--- src/rtl/serial_tx_scheduler_pkg.sv ---
`default_nettype none
//============================================================================
// Module      : serial_pkg
// Description : Shared constants and state encoding for the serial IP
//               transmit path. DATA_W, IDX_W and CNT_W are also used by the
//               transmit FIFO and the register file.
// Revision    : 1.0 - initial release
//============================================================================
package serial_pkg;

    localparam int DATA_W = 9;   // FIFO word width; bit 8 is carried untouched
    localparam int IDX_W  = 5;   // FIFO level / watermark width
    localparam int CNT_W  = 16;  // frame counter width

    // Transmit scheduler states.
    typedef enum logic [2:0] {
        ST_IDLE    = 3'd0,
        ST_POP     = 3'd1,
        ST_WAIT    = 3'd2,
        ST_LOAD    = 3'd3,
        ST_SEND    = 3'd4,
        ST_DISCARD = 3'd5
    } tx_sched_state_t;

endpackage : serial_pkg
`default_nettype wire

--- src/rtl/serial_tx_scheduler_if.sv ---
`default_nettype none
//============================================================================
// Module      : serial_tx_scheduler_if
// Description : FIFO read port and transmitter valid/ready handshake seen by
//               the transmit scheduler.
//   master : the scheduler (drives pop pulse and the tx word/valid)
//   slave  : the FIFO + UART transmitter side
// Revision    : 1.0 - initial release
//============================================================================
interface serial_tx_scheduler_if;
    import serial_pkg::*;

    // FIFO read side
    logic                 fifo_empty;
    logic [IDX_W-1:0]     fifo_watermark;
    logic [DATA_W-1:0]    fifo_rd_data;
    logic                 fifo_rd_request;

    // Transmitter side
    logic [DATA_W-1:0]    tx_data;
    logic                 tx_valid;
    logic                 tx_ready;

    modport master (
        input  fifo_empty,
        input  fifo_watermark,
        input  fifo_rd_data,
        output fifo_rd_request,
        output tx_data,
        output tx_valid,
        input  tx_ready
    );

    modport slave (
        output fifo_empty,
        output fifo_watermark,
        output fifo_rd_data,
        input  fifo_rd_request,
        input  tx_data,
        input  tx_valid,
        output tx_ready
    );

endinterface : serial_tx_scheduler_if
`default_nettype wire

--- src/rtl/serial_frame_counter.sv ---
`default_nettype none
//============================================================================
// Module      : serial_frame_counter
// Description : WIDTH-bit wrapping event counter with synchronous clear.
//               Clear has priority over increment. Shared by the transmit
//               and receive paths.
//   clk   : system clock, rising edge
//   rst_n : asynchronous active-low reset
//   inc   : count one event this cycle
//   clear : synchronous clear (wins over inc)
//   count : current count
// Revision    : 1.0 - initial release
//============================================================================
module serial_frame_counter
    import serial_pkg::*;
#(
    parameter int WIDTH = CNT_W
) (
    input  logic             clk,
    input  logic             rst_n,
    input  logic             inc,
    input  logic             clear,
    output logic [WIDTH-1:0] count
);

    localparam logic [WIDTH-1:0] c_one = WIDTH'(1);

    always_ff @(posedge clk or negedge rst_n) begin
        if (!rst_n) begin
            count <= '0;
        end else if (clear) begin
            count <= '0;
        end else if (inc) begin
            count <= count + c_one;   // natural wrap at all-ones
        end
    end

endmodule : serial_frame_counter
`default_nettype wire

--- src/rtl/serial_tx_scheduler.sv ---
`default_nettype none
//============================================================================
// Module      : serial_tx_scheduler
// Description : Drains the transmit FIFO into the UART transmitter. Issues
//               single-cycle pop pulses, captures the popped word and offers
//               it on a valid/ready handshake; in flush mode popped words are
//               dropped. Also produces a registered low-watermark interrupt
//               and a count of completed handshakes.
//   clk          : system clock, rising edge
//   rst_n        : asynchronous active-low reset
//   enable       : scheduler enable
//   flush        : discard popped words instead of sending them
//   bus          : FIFO read port + transmitter handshake (master side)
//   irq_level    : low-watermark interrupt threshold
//   tx_irq       : level interrupt, enable & (fifo_watermark <= irq_level)
//   clear_count  : synchronous clear of frame_count
//   frame_count  : completed-handshake count, wraps
//   busy         : scheduler not in IDLE
// Revision    : 1.0 - initial release
//============================================================================
module serial_tx_scheduler
    import serial_pkg::*;
(
    input  logic                     clk,
    input  logic                     rst_n,
    input  logic                     enable,
    input  logic                     flush,
    serial_tx_scheduler_if.master    bus,
    input  logic [IDX_W-1:0]         irq_level,
    output logic                     tx_irq,
    input  logic                     clear_count,
    output logic [CNT_W-1:0]         frame_count,
    output logic                     busy
);

    tx_sched_state_t     r_state;
    tx_sched_state_t     w_state_next;
    logic [DATA_W-1:0]   r_tx_data;
    logic                r_tx_irq;
    logic                w_handshake;

    //------------------------------------------------------------------
    // State register
    //------------------------------------------------------------------
    always_ff @(posedge clk or negedge rst_n) begin
        if (!rst_n) begin
            r_state <= ST_IDLE;
        end else begin
            r_state <= w_state_next;
        end
    end

    //------------------------------------------------------------------
    // Next state and state-decoded outputs
    //------------------------------------------------------------------
    always_comb begin
        w_state_next        = r_state;
        bus.fifo_rd_request = 1'b0;
        bus.tx_valid        = 1'b0;
        w_handshake         = 1'b0;

        case (r_state)
            ST_IDLE: begin
                if (enable && !bus.fifo_empty) begin
                    w_state_next = ST_POP;
                end
            end

            ST_POP: begin
                bus.fifo_rd_request = 1'b1;
                w_state_next        = ST_WAIT;
            end

            // flush is looked at only here, so a word already captured is
            // always completed regardless of later flush/enable changes.
            ST_WAIT: begin
                w_state_next = flush ? ST_DISCARD : ST_LOAD;
            end

            ST_LOAD: begin
                w_state_next = ST_SEND;
            end

            // The handshake cycle also makes the IDLE decision so a
            // continuously ready transmitter gets one word every 4 cycles.
            // POP, WAIT, LOAD and SEND still separate consecutive pop pulses
            // by 3 low cycles.
            ST_SEND: begin
                bus.tx_valid = 1'b1;
                if (bus.tx_ready) begin
                    w_handshake  = 1'b1;
                    w_state_next = (enable && !bus.fifo_empty) ? ST_POP : ST_IDLE;
                end
            end

            ST_DISCARD: begin
                w_state_next = ST_IDLE;
            end

            default: begin
                w_state_next = ST_IDLE;
            end
        endcase
    end

    //------------------------------------------------------------------
    // Word capture: the FIFO read data is valid two cycles after the pop
    // pulse (edge-detect stage + registered read), i.e. during LOAD.
    //------------------------------------------------------------------
    always_ff @(posedge clk or negedge rst_n) begin
        if (!rst_n) begin
            r_tx_data <= '0;
        end else if (r_state == ST_LOAD) begin
            r_tx_data <= bus.fifo_rd_data;
        end
    end

    //------------------------------------------------------------------
    // Low-watermark interrupt, one cycle behind the FIFO level
    //------------------------------------------------------------------
    always_ff @(posedge clk or negedge rst_n) begin
        if (!rst_n) begin
            r_tx_irq <= 1'b0;
        end else begin
            r_tx_irq <= enable & (bus.fifo_watermark <= irq_level);
        end
    end

    //------------------------------------------------------------------
    // Completed-frame counter
    //------------------------------------------------------------------
    serial_frame_counter #(
        .WIDTH (CNT_W)
    ) u_frame_counter (
        .clk   (clk),
        .rst_n (rst_n),
        .inc   (w_handshake),
        .clear (clear_count),
        .count (frame_count)
    );

    assign bus.tx_data = r_tx_data;
    assign tx_irq      = r_tx_irq;
    assign busy        = (r_state != ST_IDLE);

endmodule : serial_tx_scheduler
`default_nettype wire

--- src/flat_wrapper.sv ---
// flat-port wrapper written by rule: the top's interface ports become plain ports
module serial_tx_scheduler_flat import serial_pkg::*;
  (clk, rst_n, enable, flush, irq_level, tx_irq, clear_count, frame_count, busy, bus_fifo_empty, bus_fifo_watermark, bus_fifo_rd_data, bus_fifo_rd_request, bus_tx_data, bus_tx_valid, bus_tx_ready);
  serial_tx_scheduler_if bus_i ();
  input  logic clk;
  input  logic rst_n;
  input  logic enable;
  input  logic flush;
  input  logic [IDX_W-1:0] irq_level;
  output logic tx_irq;
  input  logic clear_count;
  output logic [CNT_W-1:0] frame_count;
  output logic busy;
  input wire logic [$bits(bus_i.fifo_empty)-1:0] bus_fifo_empty;
  input wire logic [$bits(bus_i.fifo_watermark)-1:0] bus_fifo_watermark;
  input wire logic [$bits(bus_i.fifo_rd_data)-1:0] bus_fifo_rd_data;
  output wire logic [$bits(bus_i.fifo_rd_request)-1:0] bus_fifo_rd_request;
  output wire logic [$bits(bus_i.tx_data)-1:0] bus_tx_data;
  output wire logic [$bits(bus_i.tx_valid)-1:0] bus_tx_valid;
  input wire logic [$bits(bus_i.tx_ready)-1:0] bus_tx_ready;
  assign bus_i.fifo_empty = bus_fifo_empty;
  assign bus_i.fifo_watermark = bus_fifo_watermark;
  assign bus_i.fifo_rd_data = bus_fifo_rd_data;
  assign bus_fifo_rd_request = bus_i.fifo_rd_request;
  assign bus_tx_data = bus_i.tx_data;
  assign bus_tx_valid = bus_i.tx_valid;
  assign bus_i.tx_ready = bus_tx_ready;
  serial_tx_scheduler u_core (.clk(clk), .rst_n(rst_n), .enable(enable), .flush(flush), .bus(bus_i), .irq_level(irq_level), .tx_irq(tx_irq), .clear_count(clear_count), .frame_count(frame_count), .busy(busy));
endmodule
--- config.mk ---
export PLATFORM = sky130hd
export DESIGN_NAME = serial_tx_scheduler_flat
export DESIGN_NICKNAME = d
export VERILOG_FILES = /design/src/rtl/serial_tx_scheduler_pkg.sv /design/src/rtl/serial_tx_scheduler_if.sv /design/src/rtl/serial_frame_counter.sv /design/src/rtl/serial_tx_scheduler.sv /design/src/flat_wrapper.sv
export SDC_FILE = /design/constraint.sdc
export NUM_CORES = 1
export LEC_CHECK = 0
export BUFFER_PORTS_ARGS = -buffer_cell sky130_fd_sc_hd__clkbuf_2
export CORE_UTILIZATION = 35
export CTS_BUF_LIST = sky130_fd_sc_hd__clkbuf_2 sky130_fd_sc_hd__clkbuf_4 sky130_fd_sc_hd__clkbuf_8
export DETAILED_ROUTE_END_ITERATION = 7
export GPL_TIMING_DRIVEN = 0
export PLACE_DENSITY_LB_ADDON = 0.1
export SLEW_MARGIN = 10
export SYNTH_ARGS = -nofsm -noshare
export SYNTH_HDL_FRONTEND = slang
export SYNTH_SLANG_ARGS = --single-unit
export TNS_END_PERCENT = 20
--- constraint.sdc ---
create_clock -name clk -period 1.5 [get_ports clk]
set_input_delay 0.3 -clock clk [delete_from_list [all_inputs] [get_ports clk]]
set_output_delay 0.3 -clock clk [all_outputs]
set_load 0.1 [all_outputs]
* Yosys cells after proc, flatten, opt, wreduce, memory -nomap -nowiden
Cells that the tools add are included.
Operators by class: bitwise operators 1, reduce and logical (&&, ||, !) cells 6, mux-type cells 11, equality and inequality tests 6, magnitude comparators 1, $add $sub $neg 1
Operators by type and width (count):
- 16-bit two-way mux | 2
- 16-bit by 1-bit adder with 16-bit output, second input constant | 1
- 3-bit one-hot mux with 5 select lines | 1
- 3-bit two-way mux | 3
- 3-bit by 2-bit == test with 1-bit output, second input constant | 2
- 5-bit <= comparator | 1
- 1-bit two-way mux | 5
- 3-bit by 1-bit == test with 1-bit output, second input constant | 1
- 3-bit == test, second input constant | 1
- 3-bit logical NOT | 1
- 3-bit nonzero test | 1
- 2-bit by 1-bit inequality test with 1-bit output, second input constant | 1
- 2-bit inequality test, second input constant | 1
- 2-bit AND reduction | 1
- 2-bit nonzero test | 1
- 1-bit AND | 1
- 1-bit logical AND | 1
- 1-bit logical NOT | 1
Word-level totals: flip-flop bits (word level) 29, word-level logic and storage cells 30, bits of input ports 26, output and inout port bits 29

* Longest topological paths before layout
Gate-level depths: netlist (run 1).
depth in word-level cells 5, depth in mapped cells 7, depth with buffers taken out 6

* Modules after synthesis
A second synthesis (run 1) with hierarchy kept.
Unflattened totals: cells, all modules 138, area total of the unflattened synthesis 1526.5 um2
Modules (own cells, without submodules):
- serial_frame_counter | instances 1, cells an instance 82, sequential area each 400.4 um2, area an instance 872.1 um2
- serial_tx_scheduler | instances 1, cells an instance 56, sequential area each 325.3 um2, area an instance 654.4 um2

* Worst setup path after synthesis (run 1)
OpenSTA, ideal clock, no wires.
kind flip-flop to output port, start point register u_core.r_state[2], end point output port bus_fifo_rd_request, arrival 2.690 ns, slack -1.490 ns, path buffers 1, required time 1.200 ns, stages on the path, launching flop included 3, cells stage by stage dfrtp_1 -> buf_2 -> nor3b_1
On the way: cells in the longest elaborated chain, start to end 2
Ends and longest elaborated chain:
- from (decl) | line serial_tx_scheduler.sv:36 | tx_sched_state_t r_state;
- from (signal assigned) | line serial_tx_scheduler.sv:49 | r_state <= w_state_next;
- 3-bit by 1-bit == test with 1-bit output | line serial_tx_scheduler.sv:62 | case (r_state)
- 1-bit two-way mux | line serial_tx_scheduler.sv:62
- to (decl) | line flat_wrapper.sv:17 | output wire logic [$bits(bus_i.fifo_rd_request)-1:0] bus_fifo_rd_request;
No other way between the ends.

* Worst setup path in the final report (run 1)
start point register u_core.r_state[0], end point output port busy
On the way: cells in the longest elaborated chain, start to end 1
Ends and longest elaborated chain:
- 3-bit nonzero test | line serial_tx_scheduler.sv:144 | assign busy = (r_state != ST_IDLE);
- to (decl) | line flat_wrapper.sv:13 | output logic busy;
No other way between the ends.

==> results of run 1 <==
-- power by group through the flow --
stage	Clock, mW	Combinational [mW]	Sequential (mW)
2_1_floorplan	0	0.825	2.02
3_3_place_gp	0	2.09	1.05
3_5_place_dp	0	2.12	1.05
4_1_cts	0.708	2.39	1.04
5_1_grt	0.741	2.55	1.06
6_report	0.678	2.46	1.04
-- routing by layer --
metal	global-route usage, %	wire [um]	up-vias
li1	-	-	622
met1	17.4	1340	602
met2	28.8	1760	34
met3	5.07	187	5
met4	6.91	38	0
met5	0	0	-
-- layout make-up --
class	instances	share of cell area, %
Inverter	10	1.86
Sequential cell	29	34.8
Buffer	6	2.20
Tap cell	50	2.82
Multi-Input combinational cell	97	35.6
Clock buffer	8	4.41
Timing Repair Buffer	63	18.2
-- how the worst max path moves through the flow --
stage / startpoint / end / slack [ns] / cells after the start
finish: u_core.r_state[0] / busy / -0.16 / 3
floorplan: u_core.u_frame_counter.count[4] / u_core.u_frame_counter.count[15] / -0.25 / 4
detailed placement: u_core.r_state[0] / u_core.u_frame_counter.count[13] / -0.29 / 6
global route: u_core.r_state[1] / u_core.u_frame_counter.count[13] / -0.22 / 6
global placement: u_core.r_state[0] / u_core.u_frame_counter.count[15] / -0.28 / 6
CTS: u_core.r_state[0] / busy / -0.18 / 3
-- timing repair --
item,CTS,global route
pin swaps,6,4
resized for setup,13,24
setup endpoints to repair,11,30
buffers inserted,4,5
-- synth_stat cells, drive strengths merged, types with 3 or more instances --
| master | n | area [um2] |
|---|---|---|
| dfrtp | 29 | 726 |
| nor2 | 21 | 78.8 |
| mux2 | 13 | 150 |
| inv | 10 | 37.5 |
| xnor2 | 9 | 78.8 |
| nand3 | 7 | 35.0 |
| ha | 6 | 75.1 |
| nor4 | 5 | 46.3 |
| buf | 4 | 38.8 |
| nand2 | 4 | 15.0 |
| nor2b | 4 | 25.0 |
| a21oi | 3 | 15.0 |
| nand4 | 3 | 18.8 |
| nor3 | 3 | 15.0 |
-- sequential cells by signal, indices dropped and copies added (netlist names) --
signal                        count
u_core.u_frame_counter.count     16
u_core.bus.tx_data                9
u_core.r_state                    3
u_core.tx_irq                     1
-- logic make-up (layout without fill, tap and decap cells) --
kind of cell / count (synthesis) / in the layout / share of synthesized area (%)
fa+ha+maj: 6 / 6 / 4.99
xor+xnor: 10 / 10 / 5.82
compound gates: 8 / 8 / 3.24
mux: 15 / 15 / 11.3
buf+inv: 16 / 87 / 5.57
simple gates: 58 / 58 / 20.8
flops: 29 / 29 / 48.3
-- per-stage QoR --
stage / hold slack [ns] / setup WS [ns] / setup TNS, ns / utilization [%] / std cells
final: 0.0691 / -0.164 / -0.520 / 54.6 / 263
after global routing: 0.131 / -0.223 / -1.56 / 54.6 / 263
after CTS: 0.0982 / -0.176 / -0.999 / 51.8 / 258
after global placement: 0.388 / -0.281 / -0.937 / 46.7 / 246
after floorplan: 0.00441 / -0.252 / -1.51 / - / 142
after detailed placement: 0.396 / -0.294 / -0.946 / 46.7 / 246
==> results.ini, run 1 <==
[timing]
setup_viol=6
tightestPinTransition_ns=0.723
hold_violations=0
fin_worst_skew_ns=0.00849
rsz0062_at_grt=yes
relSlewSlack_pct=51.8
fin_crit_ns=1.66
final.period_utilization_pct=111
timing.fmax_ghz=0.601
setup_ws_ns=-0.164
maxSlewViolCount=0

[placement]
hpwl_um=2460
place.gp.congestion=0.778
numPortBuffers=54
dpl-instance-area_um2=1900

[layout]
final_cell_area_um2=2210
antenna_cells=0
post_route_cells_drive_above_1_share_pct=55.4
layout_commonest_cell=clkbuf_2
seq_area_um2=771
fill_cells=361
final_cell_mix=clkbuf_2, nor2_1, dfrtp_1, dfrtp_4
multi_input_area_um2=790
areaGrowthSynthToFinish_pct=47.3
layout.nets=244

[clock_network]
cts_buffers=5
clk_latency_ns=0.27
clock-sinks=29
cts_tree=yes
root_buffer=clkbuf_8
hold_buffers=0
ctsHtreeMaxLevel=2
path_clk_slew_ns=0.06
cts_buffer_depth=2

[detailed_routing]
drt_wl_total_um=3330
ant_nets=0
dr.pass1.iters=4
wire_per_inst_um=12.6
routed_via_density=4.80
drc=0
vias=1263
drt_iter0_drc=44

[critical_path]
cp_num_buf_inv=2
cp-start-kind=flip-flop
rr_worst_depth=6
crit_chain=buf_6, or3_4, clkbuf_16
cp_top_family=simple AND/OR/NAND/NOR gates
crit_path_top_delay_cell=or3_4
worstPathRequired_ns=1.20
r2r_end=u_core.u_frame_counter.count[13]
crit_type=reg -> out
path_max_fanout=7
reg2reg_from=u_core.r_state[1]
crit_path_end_kind=output port
arrival_ns=1.36
r2r_slack_ns=-0.13
critPathMaxStageDelay_ns=0.39

[die]
core_um2=4060
ioPinCount=55
fp.dieW_um=67.6
rows=23
die_h_um=67.6
start_util_pct=37.1
die-area_um2=4560

[global_route]
grtUsageTotal_pct=16.2
antenna_found_initial=0
grt_pass1_vias=1234
grt_max_degree=30
overflow=0
grt_pass1_wl_um=5320

[yosys]
synth_cells=142
ys.flop_type=dfrtp_1
synthArstFlopShare_pct=100
ys_types=33
synth_enable_flop_cells=0
ys_warn_count=0
synth.net_count=174
syn_avg_cell_area_um2=10.6
syn_area_um2=1500
yosysSeqAreaShare_pct=48.3
synth-seq-cells=29

[power_and_ir_drop]
power_mw=4.18
combPwrFrac_pct=58.8
vdd_drop_max_v=0.00163
p_int_mw=2.09
clockPowerShare_pct=16.2
power_density_nw_per_um2=1890
p_leak_nw=1.03
p_sw_share_pct=50.1
seqPwrFrac_pct=25.0
p_sw_mw=2.09

[run_status]
violations=setup timing
status=finished with violations

[job]
max-cap-violations=0

[worst_hold_path]
hp-class=in -> async

(Power assumes the default switching activity.)
==> run 2, diff against run 1 <==
--- a/config.mk
+++ b/config.mk
@@ -5,13 +5,14 @@
 export SDC_FILE = /design/constraint.sdc
 export NUM_CORES = 1
 export LEC_CHECK = 0
+export ABC_AREA = 1
 export BUFFER_PORTS_ARGS = -buffer_cell sky130_fd_sc_hd__clkbuf_2
 export CORE_UTILIZATION = 35
 export CTS_BUF_LIST = sky130_fd_sc_hd__clkbuf_2 sky130_fd_sc_hd__clkbuf_4 sky130_fd_sc_hd__clkbuf_8
 export DETAILED_ROUTE_END_ITERATION = 7
 export GPL_TIMING_DRIVEN = 0
 export PLACE_DENSITY_LB_ADDON = 0.1
-export SLEW_MARGIN = 10
+export SLEW_MARGIN = 20
 export SYNTH_ARGS = -nofsm -noshare
 export SYNTH_HDL_FRONTEND = slang
 export SYNTH_SLANG_ARGS = --single-unit
==> run 2 against run 1 <==
Effect of this change: the flow still finishes with violations (setup timing); die area increased by 5.9%; final cell count increased by 17%; synthesized cell count increased by 33%; combinational power decreased by 10%; global-route usage decreased by 0.60 points; maximum frequency increased by 11%; largest cell class unchanged; largest power group unchanged.
==> results.ini, run 2 <==
[timing]
tightestPinTransition_ns=0.727  ; +0.00420 ns
tns_ns=-0.00491  ; +0.515 ns
relSlewSlack_pct=51.5  ; -0.28 points
maxSlewViolCount=0  ; unchanged
setup_viol=2  ; -4
timing.fmax_ghz=0.665  ; +11%
fin_crit_ns=1.50  ; -0.159 ns
fin_worst_skew_ns=0.00648  ; -0.00200 ns
final.period_utilization_pct=100  ; -11 points
hold_violations=0  ; unchanged
rsz0062_at_grt=yes
fin_hold_ws_ns=0.0644  ; -0.00468 ns
setup_ws_ns=-0.00488  ; +0.159 ns

[clock_network]
clk_latency_ns=0.28  ; about the same
cts_tree=yes
cts_buffers=5  ; unchanged
path_clk_slew_ns=0.07  ; about the same
ctsHtreeMaxLevel=2  ; unchanged
cts_buffer_depth=2  ; unchanged
root_buffer=clkbuf_8
clock-sinks=29  ; unchanged

[layout]
post-route-util_pct=50.3  ; -4.2 points
top_register=u_core.u_frame_counter.count
final_cell_mix=clkbuf_2, nand2_1, nor2_1, nand3_1, inv_1
areaGrowthSynthToFinish_pct=37.4
layout_commonest_cell=clkbuf_2
antenna_cells=0  ; unchanged
post_route_cells_drive_above_1_share_pct=44.4  ; -11 points
layout.nets=288  ; +18%
instances_no_fill=309  ; +17%
largest_reg_flops=16  ; unchanged
fill_cells=419  ; +16%

[global_route]
grtUsageTotal_pct=15.6  ; -0.60 points
grt_pass1_vias=1366  ; +11%
antenna_found_initial=0  ; unchanged
grt_pass1_wl_um=6000  ; +13%
overflow=0  ; unchanged
grt_max_degree=30  ; unchanged

[detailed_routing]
wire_per_inst_um=11.4  ; -9.5%
drc=0  ; unchanged
drt_wl_total_um=3540  ; +6.4%
routed_via_density=4.63  ; -3.6%
vias=1431  ; +13%
ant_nets=0  ; unchanged
drt_iter0_drc=60  ; +36%
dr.pass1.iters=4  ; unchanged

[placement]
hpwl_um=2580  ; +4.8%
numPortBuffers=54  ; unchanged
placed_cells=295  ; +20%
place.gp.congestion=0.738  ; -5.1%
dpl_worst_slack_ns=-0.120  ; +0.174 ns

[power_and_ir_drop]
seqPwrFrac_pct=27.1  ; +2.1 points
p_leak_nw=1.04  ; +0.60%
p_int_mw=1.82  ; -13%
vdd_drop_max_v=0.00148  ; -9.5%
clockPowerShare_pct=16.1  ; about the same
p_sw_share_pct=53.2  ; +3.2 points
p_sw_mw=2.07  ; -1.1%
power_density_nw_per_um2=1770  ; -6.1%
combPwrFrac_pct=56.8  ; -2.0 points

[yosys]
yosysMostFrequentCell=nand2_1
synth_cells=189  ; +33%
ys_types=21  ; -36%
syn_area_um2=1600  ; +6.1%
syn_avg_cell_area_um2=8.44  ; -20%
synth.net_count=221  ; +27%
ys_warn_count=0  ; unchanged
synth_top_area_share_pct=45.5  ; -2.8 points
synthArstFlopShare_pct=100  ; unchanged
yosys-top-cells-count=nand2_1, nor2_1, dfrtp_1
synth.area.top_cells=dfrtp_1, nand2_1, nor2_1
synth_enable_flop_cells=0  ; unchanged
ys.flop_type=dfrtp_1
synth-seq-cells=29  ; unchanged
yosysSeqAreaShare_pct=45.5  ; -2.8 points
yosys.area.top_type=dfrtp_1

[critical_path]
crit_type=reg -> out
worstPathRequired_ns=1.20  ; about the same
cp_num_buf_inv=2  ; unchanged
critPathMaxStageDelay_ns=0.42  ; +0.03 ns
arrival_ns=1.20  ; -0.16 ns
cp_top_family=flip-flops
crit_path_top_delay_cell=dfrtp_2
cp-start-kind=flip-flop
path_max_fanout=3  ; -4
crit_chain=nor2_4, nand2_2, clkinvlp_4, clkbuf_16
crit_path_end_kind=output port

[run_status]
status=finished with violations
violations=setup timing

[die]
ioPinCount=55  ; unchanged
core_um2=4350  ; +7.3%
die_h_um=69.5  ; +2.9%
start_util_pct=36.6  ; -0.43 points
die-area_um2=4830  ; +5.9%
fp.dieW_um=69.5  ; +2.9%
rows=24  ; +4.3%

[job]
max-cap-violations=0  ; unchanged

[worst_hold_path]
hp-class=in -> async

-- run 2: worst paths after layout --
path,depth (start not counted),slack [ns],start,endpoint
max,4,-0.005,u_core.r_state[1],bus_tx_valid
max in group asynchronous,1,0.89,rst_n,u_core.u_frame_counter.count[4]
max reg2reg,7,0.14,u_core.r_state[1],u_core.u_frame_counter.count[11]
min,1,0.06,rst_n,u_core.u_frame_counter.count[5]
min reg2reg,1,0.51,u_core.bus.tx_data[8],u_core.bus.tx_data[8]
min in group clk,2,0.18,clear_count,u_core.u_frame_counter.count[4]
-- run 2: metal layers --
metal | routed length, um | track usage, % | up-vias
met1 | 1690 | 19.7 | 639
li1 | - | - | 753
met2 | 1660 | 26.0 | 35
met3 | 164 | 4.22 | 4
met4 | 27 | 4.76 | 0
met5 | 0 | 0 | -
-- run 2: repair_timing --
action	in CTS	in global routing
hold buffers	0	0
setup endpoints to repair	7	6
buffers inserted	5	1
resized for setup	15	4
pin swaps	1	1
-- run 2: power groups by stage --
stage,logic (mW),clock network [mW],registers [mW]
after floorplan,0.700,0,2.05
after global placement,1.96,0,1.09
after detailed placement,1.96,0,1.09
after CTS,2.20,0.659,1.06
after global routing,2.30,0.683,1.08
final,2.21,0.626,1.05
-- run 2: logic make-up (layout without fill, tap and decap cells) --
group	Yosys count	in the layout	synth area share [%]
AOI/OAI and AO/OA	22	22	8.63
adders and majority gates	6	6	4.71
xor gates and xnor gates	1	1	0.549
muxes	9	9	6.35
and+or+nand+nor	101	101	28.3
DFF	29	29	45.5
buffers and inverters	21	89	5.96
-- run 2: worst reg2reg max path: cells and delay by family (launching register included) --
kind            cells  cell delay, ns
buf+inv             2            0.30
simple gates        4            0.50
flops               1            0.42
compound gates      1            0.06
-- run 2: area by class of cell --
cell class / count / area [um2] / area share [%]
Multi-Input combinational cell: 139 / 810 / 36.9
Sequential cell: 29 / 758 / 34.6
Timing Repair Buffer: 60 / 374 / 17.1
Inverter: 19 / 75.1 / 3.42
Clock buffer: 5 / 68.8 / 3.14
Tap cell: 52 / 65.1 / 2.97
Buffer: 2 / 23.8 / 1.08
Clock inverter: 3 / 17.5 / 0.799
-- run 2: metrics by stage --
stage / instance area [um2] / total power, mW
after floorplan: 1660 / 2.75
after detailed placement: 2000 / 3.06
after global routing: 2190 / 4.06
after global placement: 2000 / 3.05
after CTS: 2180 / 3.92
final: 2190 / 3.89
==> run 3, diff against run 2 <==
--- a/config.mk
+++ b/config.mk
@@ -12,6 +12,7 @@
 export DETAILED_ROUTE_END_ITERATION = 7
 export GPL_TIMING_DRIVEN = 0
 export PLACE_DENSITY_LB_ADDON = 0.1
+export SKIP_CTS_REPAIR_TIMING = 1
 export SLEW_MARGIN = 20
 export SYNTH_ARGS = -nofsm -noshare
 export SYNTH_HDL_FRONTEND = slang
==> run 3 against run 2 <==
Effect of this change: the run still ends with setup timing left; utilization down 0.80 points; total power is 1.6% lower; routed wire length decreased by 1.8%; maximum frequency fell by 3.4%; critical path type unchanged; largest power group unchanged; highest routed layer unchanged.
==> results.ini, run 3 (synthesis gave the netlist of run 2 again) <==
[placement]
hpwl_um=2580  ; unchanged
dpl_worst_slack_ns=-0.120  ; unchanged
placed_cells=295  ; unchanged
dpl-instance-area_um2=2000  ; unchanged
numPortBuffers=54  ; unchanged
place.gp.congestion=0.738  ; unchanged

[layout]
antenna_cells=0  ; unchanged
instances_no_fill=306  ; -0.97%
largest_reg_flops=16  ; unchanged
areaGrowthSynthToFinish_pct=35.2
final_cell_mix=clkbuf_2, nand2_1, nor2_1, nand3_1, inv_1
layout_commonest_cell=clkbuf_2
fill_cells=425  ; +1.4%
top_register=u_core.u_frame_counter.count
final_cell_area_um2=2160  ; -1.6%
post_route_cells_drive_above_1_share_pct=44.5  ; +0.13 points
post-route-util_pct=49.5  ; -0.80 points
layout.nets=285  ; -1.0%

[detailed_routing]
drt_iter0_drc=62  ; +3.3%
wire_per_inst_um=11.4  ; -0.82%
routed_via_density=4.62  ; -0.15%
dr.pass1.iters=4  ; unchanged
drc=0  ; unchanged
ant_nets=0  ; unchanged
vias=1415  ; -1.1%
drt_wl_total_um=3480  ; -1.8%

[die]
core_um2=4350  ; unchanged
die_h_um=69.5  ; unchanged
ioPinCount=55  ; unchanged
fp.dieW_um=69.5  ; unchanged
rows=24  ; unchanged
die-area_um2=4830  ; unchanged
start_util_pct=36.6  ; unchanged

[worst_hold_path]
hp-class=in -> async

[clock_network]
clk_latency_ns=0.28  ; about the same
cts_tree=yes
clock-sinks=29  ; unchanged
cts_buffer_depth=2  ; unchanged
ctsHtreeMaxLevel=2  ; unchanged
path_clk_slew_ns=0.07  ; about the same
root_buffer=clkbuf_8
cts_buffers=5  ; unchanged

[critical_path]
worstPathRequired_ns=1.20  ; about the same
crit_path_end_kind=output port
cp-start-kind=flip-flop
crit_type=reg -> out
path_max_fanout=4  ; +1
arrival_ns=1.26  ; +0.06 ns

[global_route]
grt_max_degree=30  ; unchanged
grt_pass1_vias=1297  ; -5.1%
overflow=0  ; unchanged
antenna_found_initial=0  ; unchanged
grtUsageTotal_pct=15.0  ; -0.65 points
grt_pass1_wl_um=5730  ; -4.6%

[timing]
hold_violations=0  ; unchanged
relSlewSlack_pct=51.6  ; +0.070 points
setup_viol=2  ; unchanged
tightestPinTransition_ns=0.726  ; -0.00106 ns
fin_hold_ws_ns=0.0640  ; -0.000388 ns
maxSlewViolCount=0  ; unchanged
final.period_utilization_pct=104  ; +3.6 points
setup_ws_ns=-0.0584  ; -0.0535 ns
tns_ns=-0.0737  ; -0.0688 ns
rsz0062_at_grt=yes
fin_worst_skew_ns=0.00648  ; +0.0000000200 ns
timing.fmax_ghz=0.642  ; -3.4%
fin_crit_ns=1.56  ; +0.0535 ns

[power_and_ir_drop]
vdd_drop_max_v=0.00143  ; -2.9%
power_mw=3.83  ; -1.6%
power_density_nw_per_um2=1770  ; about the same
p_leak_nw=1.01  ; -2.3%

[run_status]
violations=setup timing
status=finished with violations

[job]
max-cap-violations=0  ; unchanged

## run 3: changes by cell type in the layout (fill, tap and decap cells not counted), sizes merged
cell    delta
clkbuf     -4
buf        +1
## run 3: area by class of cell
type                            count  area [um2]  share of cell area, %
Multi-Input combinational cell    139         810                   37.5
Sequential cell                    29         761                   35.3
Timing Repair Buffer               57         337                   15.6
Inverter                           19        75.1                   3.48
Clock buffer                        5        68.8                   3.19
Tap cell                           52        65.1                   3.02
Buffer                              2        23.8                   1.10
Clock inverter                      3        17.5                  0.812
## run 3: critical path: stages (launching register included)
cell,delay (ns)
dfrtp_2,0.44
nor2_4,0.19
nand2_2,0.09
clkinvlp_4,0.10
buf_12,0.17
## run 3: final timing paths
| path | from | to | cells past startpoint | slack [ns] |
|---|---|---|---|---|
| setup / recovery | u_core.r_state[0] | bus_tx_valid | 4 | -0.06 |
| hold / removal | rst_n | u_core.u_frame_counter.count[5] | 1 | 0.06 |
| setup reg to reg | u_core.r_state[0] | u_core.u_frame_counter.count[11] | 6 | 0.18 |
| hold reg to reg | u_core.bus.tx_data[8] | u_core.bus.tx_data[8] | 1 | 0.51 |
| max in group asynchronous | rst_n | u_core.u_frame_counter.count[4] | 1 | 0.89 |
| min in group clk | clear_count | u_core.u_frame_counter.count[4] | 2 | 0.18 |
## run 3: metal layers
metal,vias up,GRT usage [%],wire length [um]
met5,-,0,0
met2,33,24.4,1610
li1,749,-,-
met3,4,3.92,147
met4,0,4.76,27
met1,629,19.3,1690
## run 3: report_power, final
group,internal [mW],switching (mW)
sequential,0.959,0.113
clock,0.319,0.307
combinational,0.490,1.64
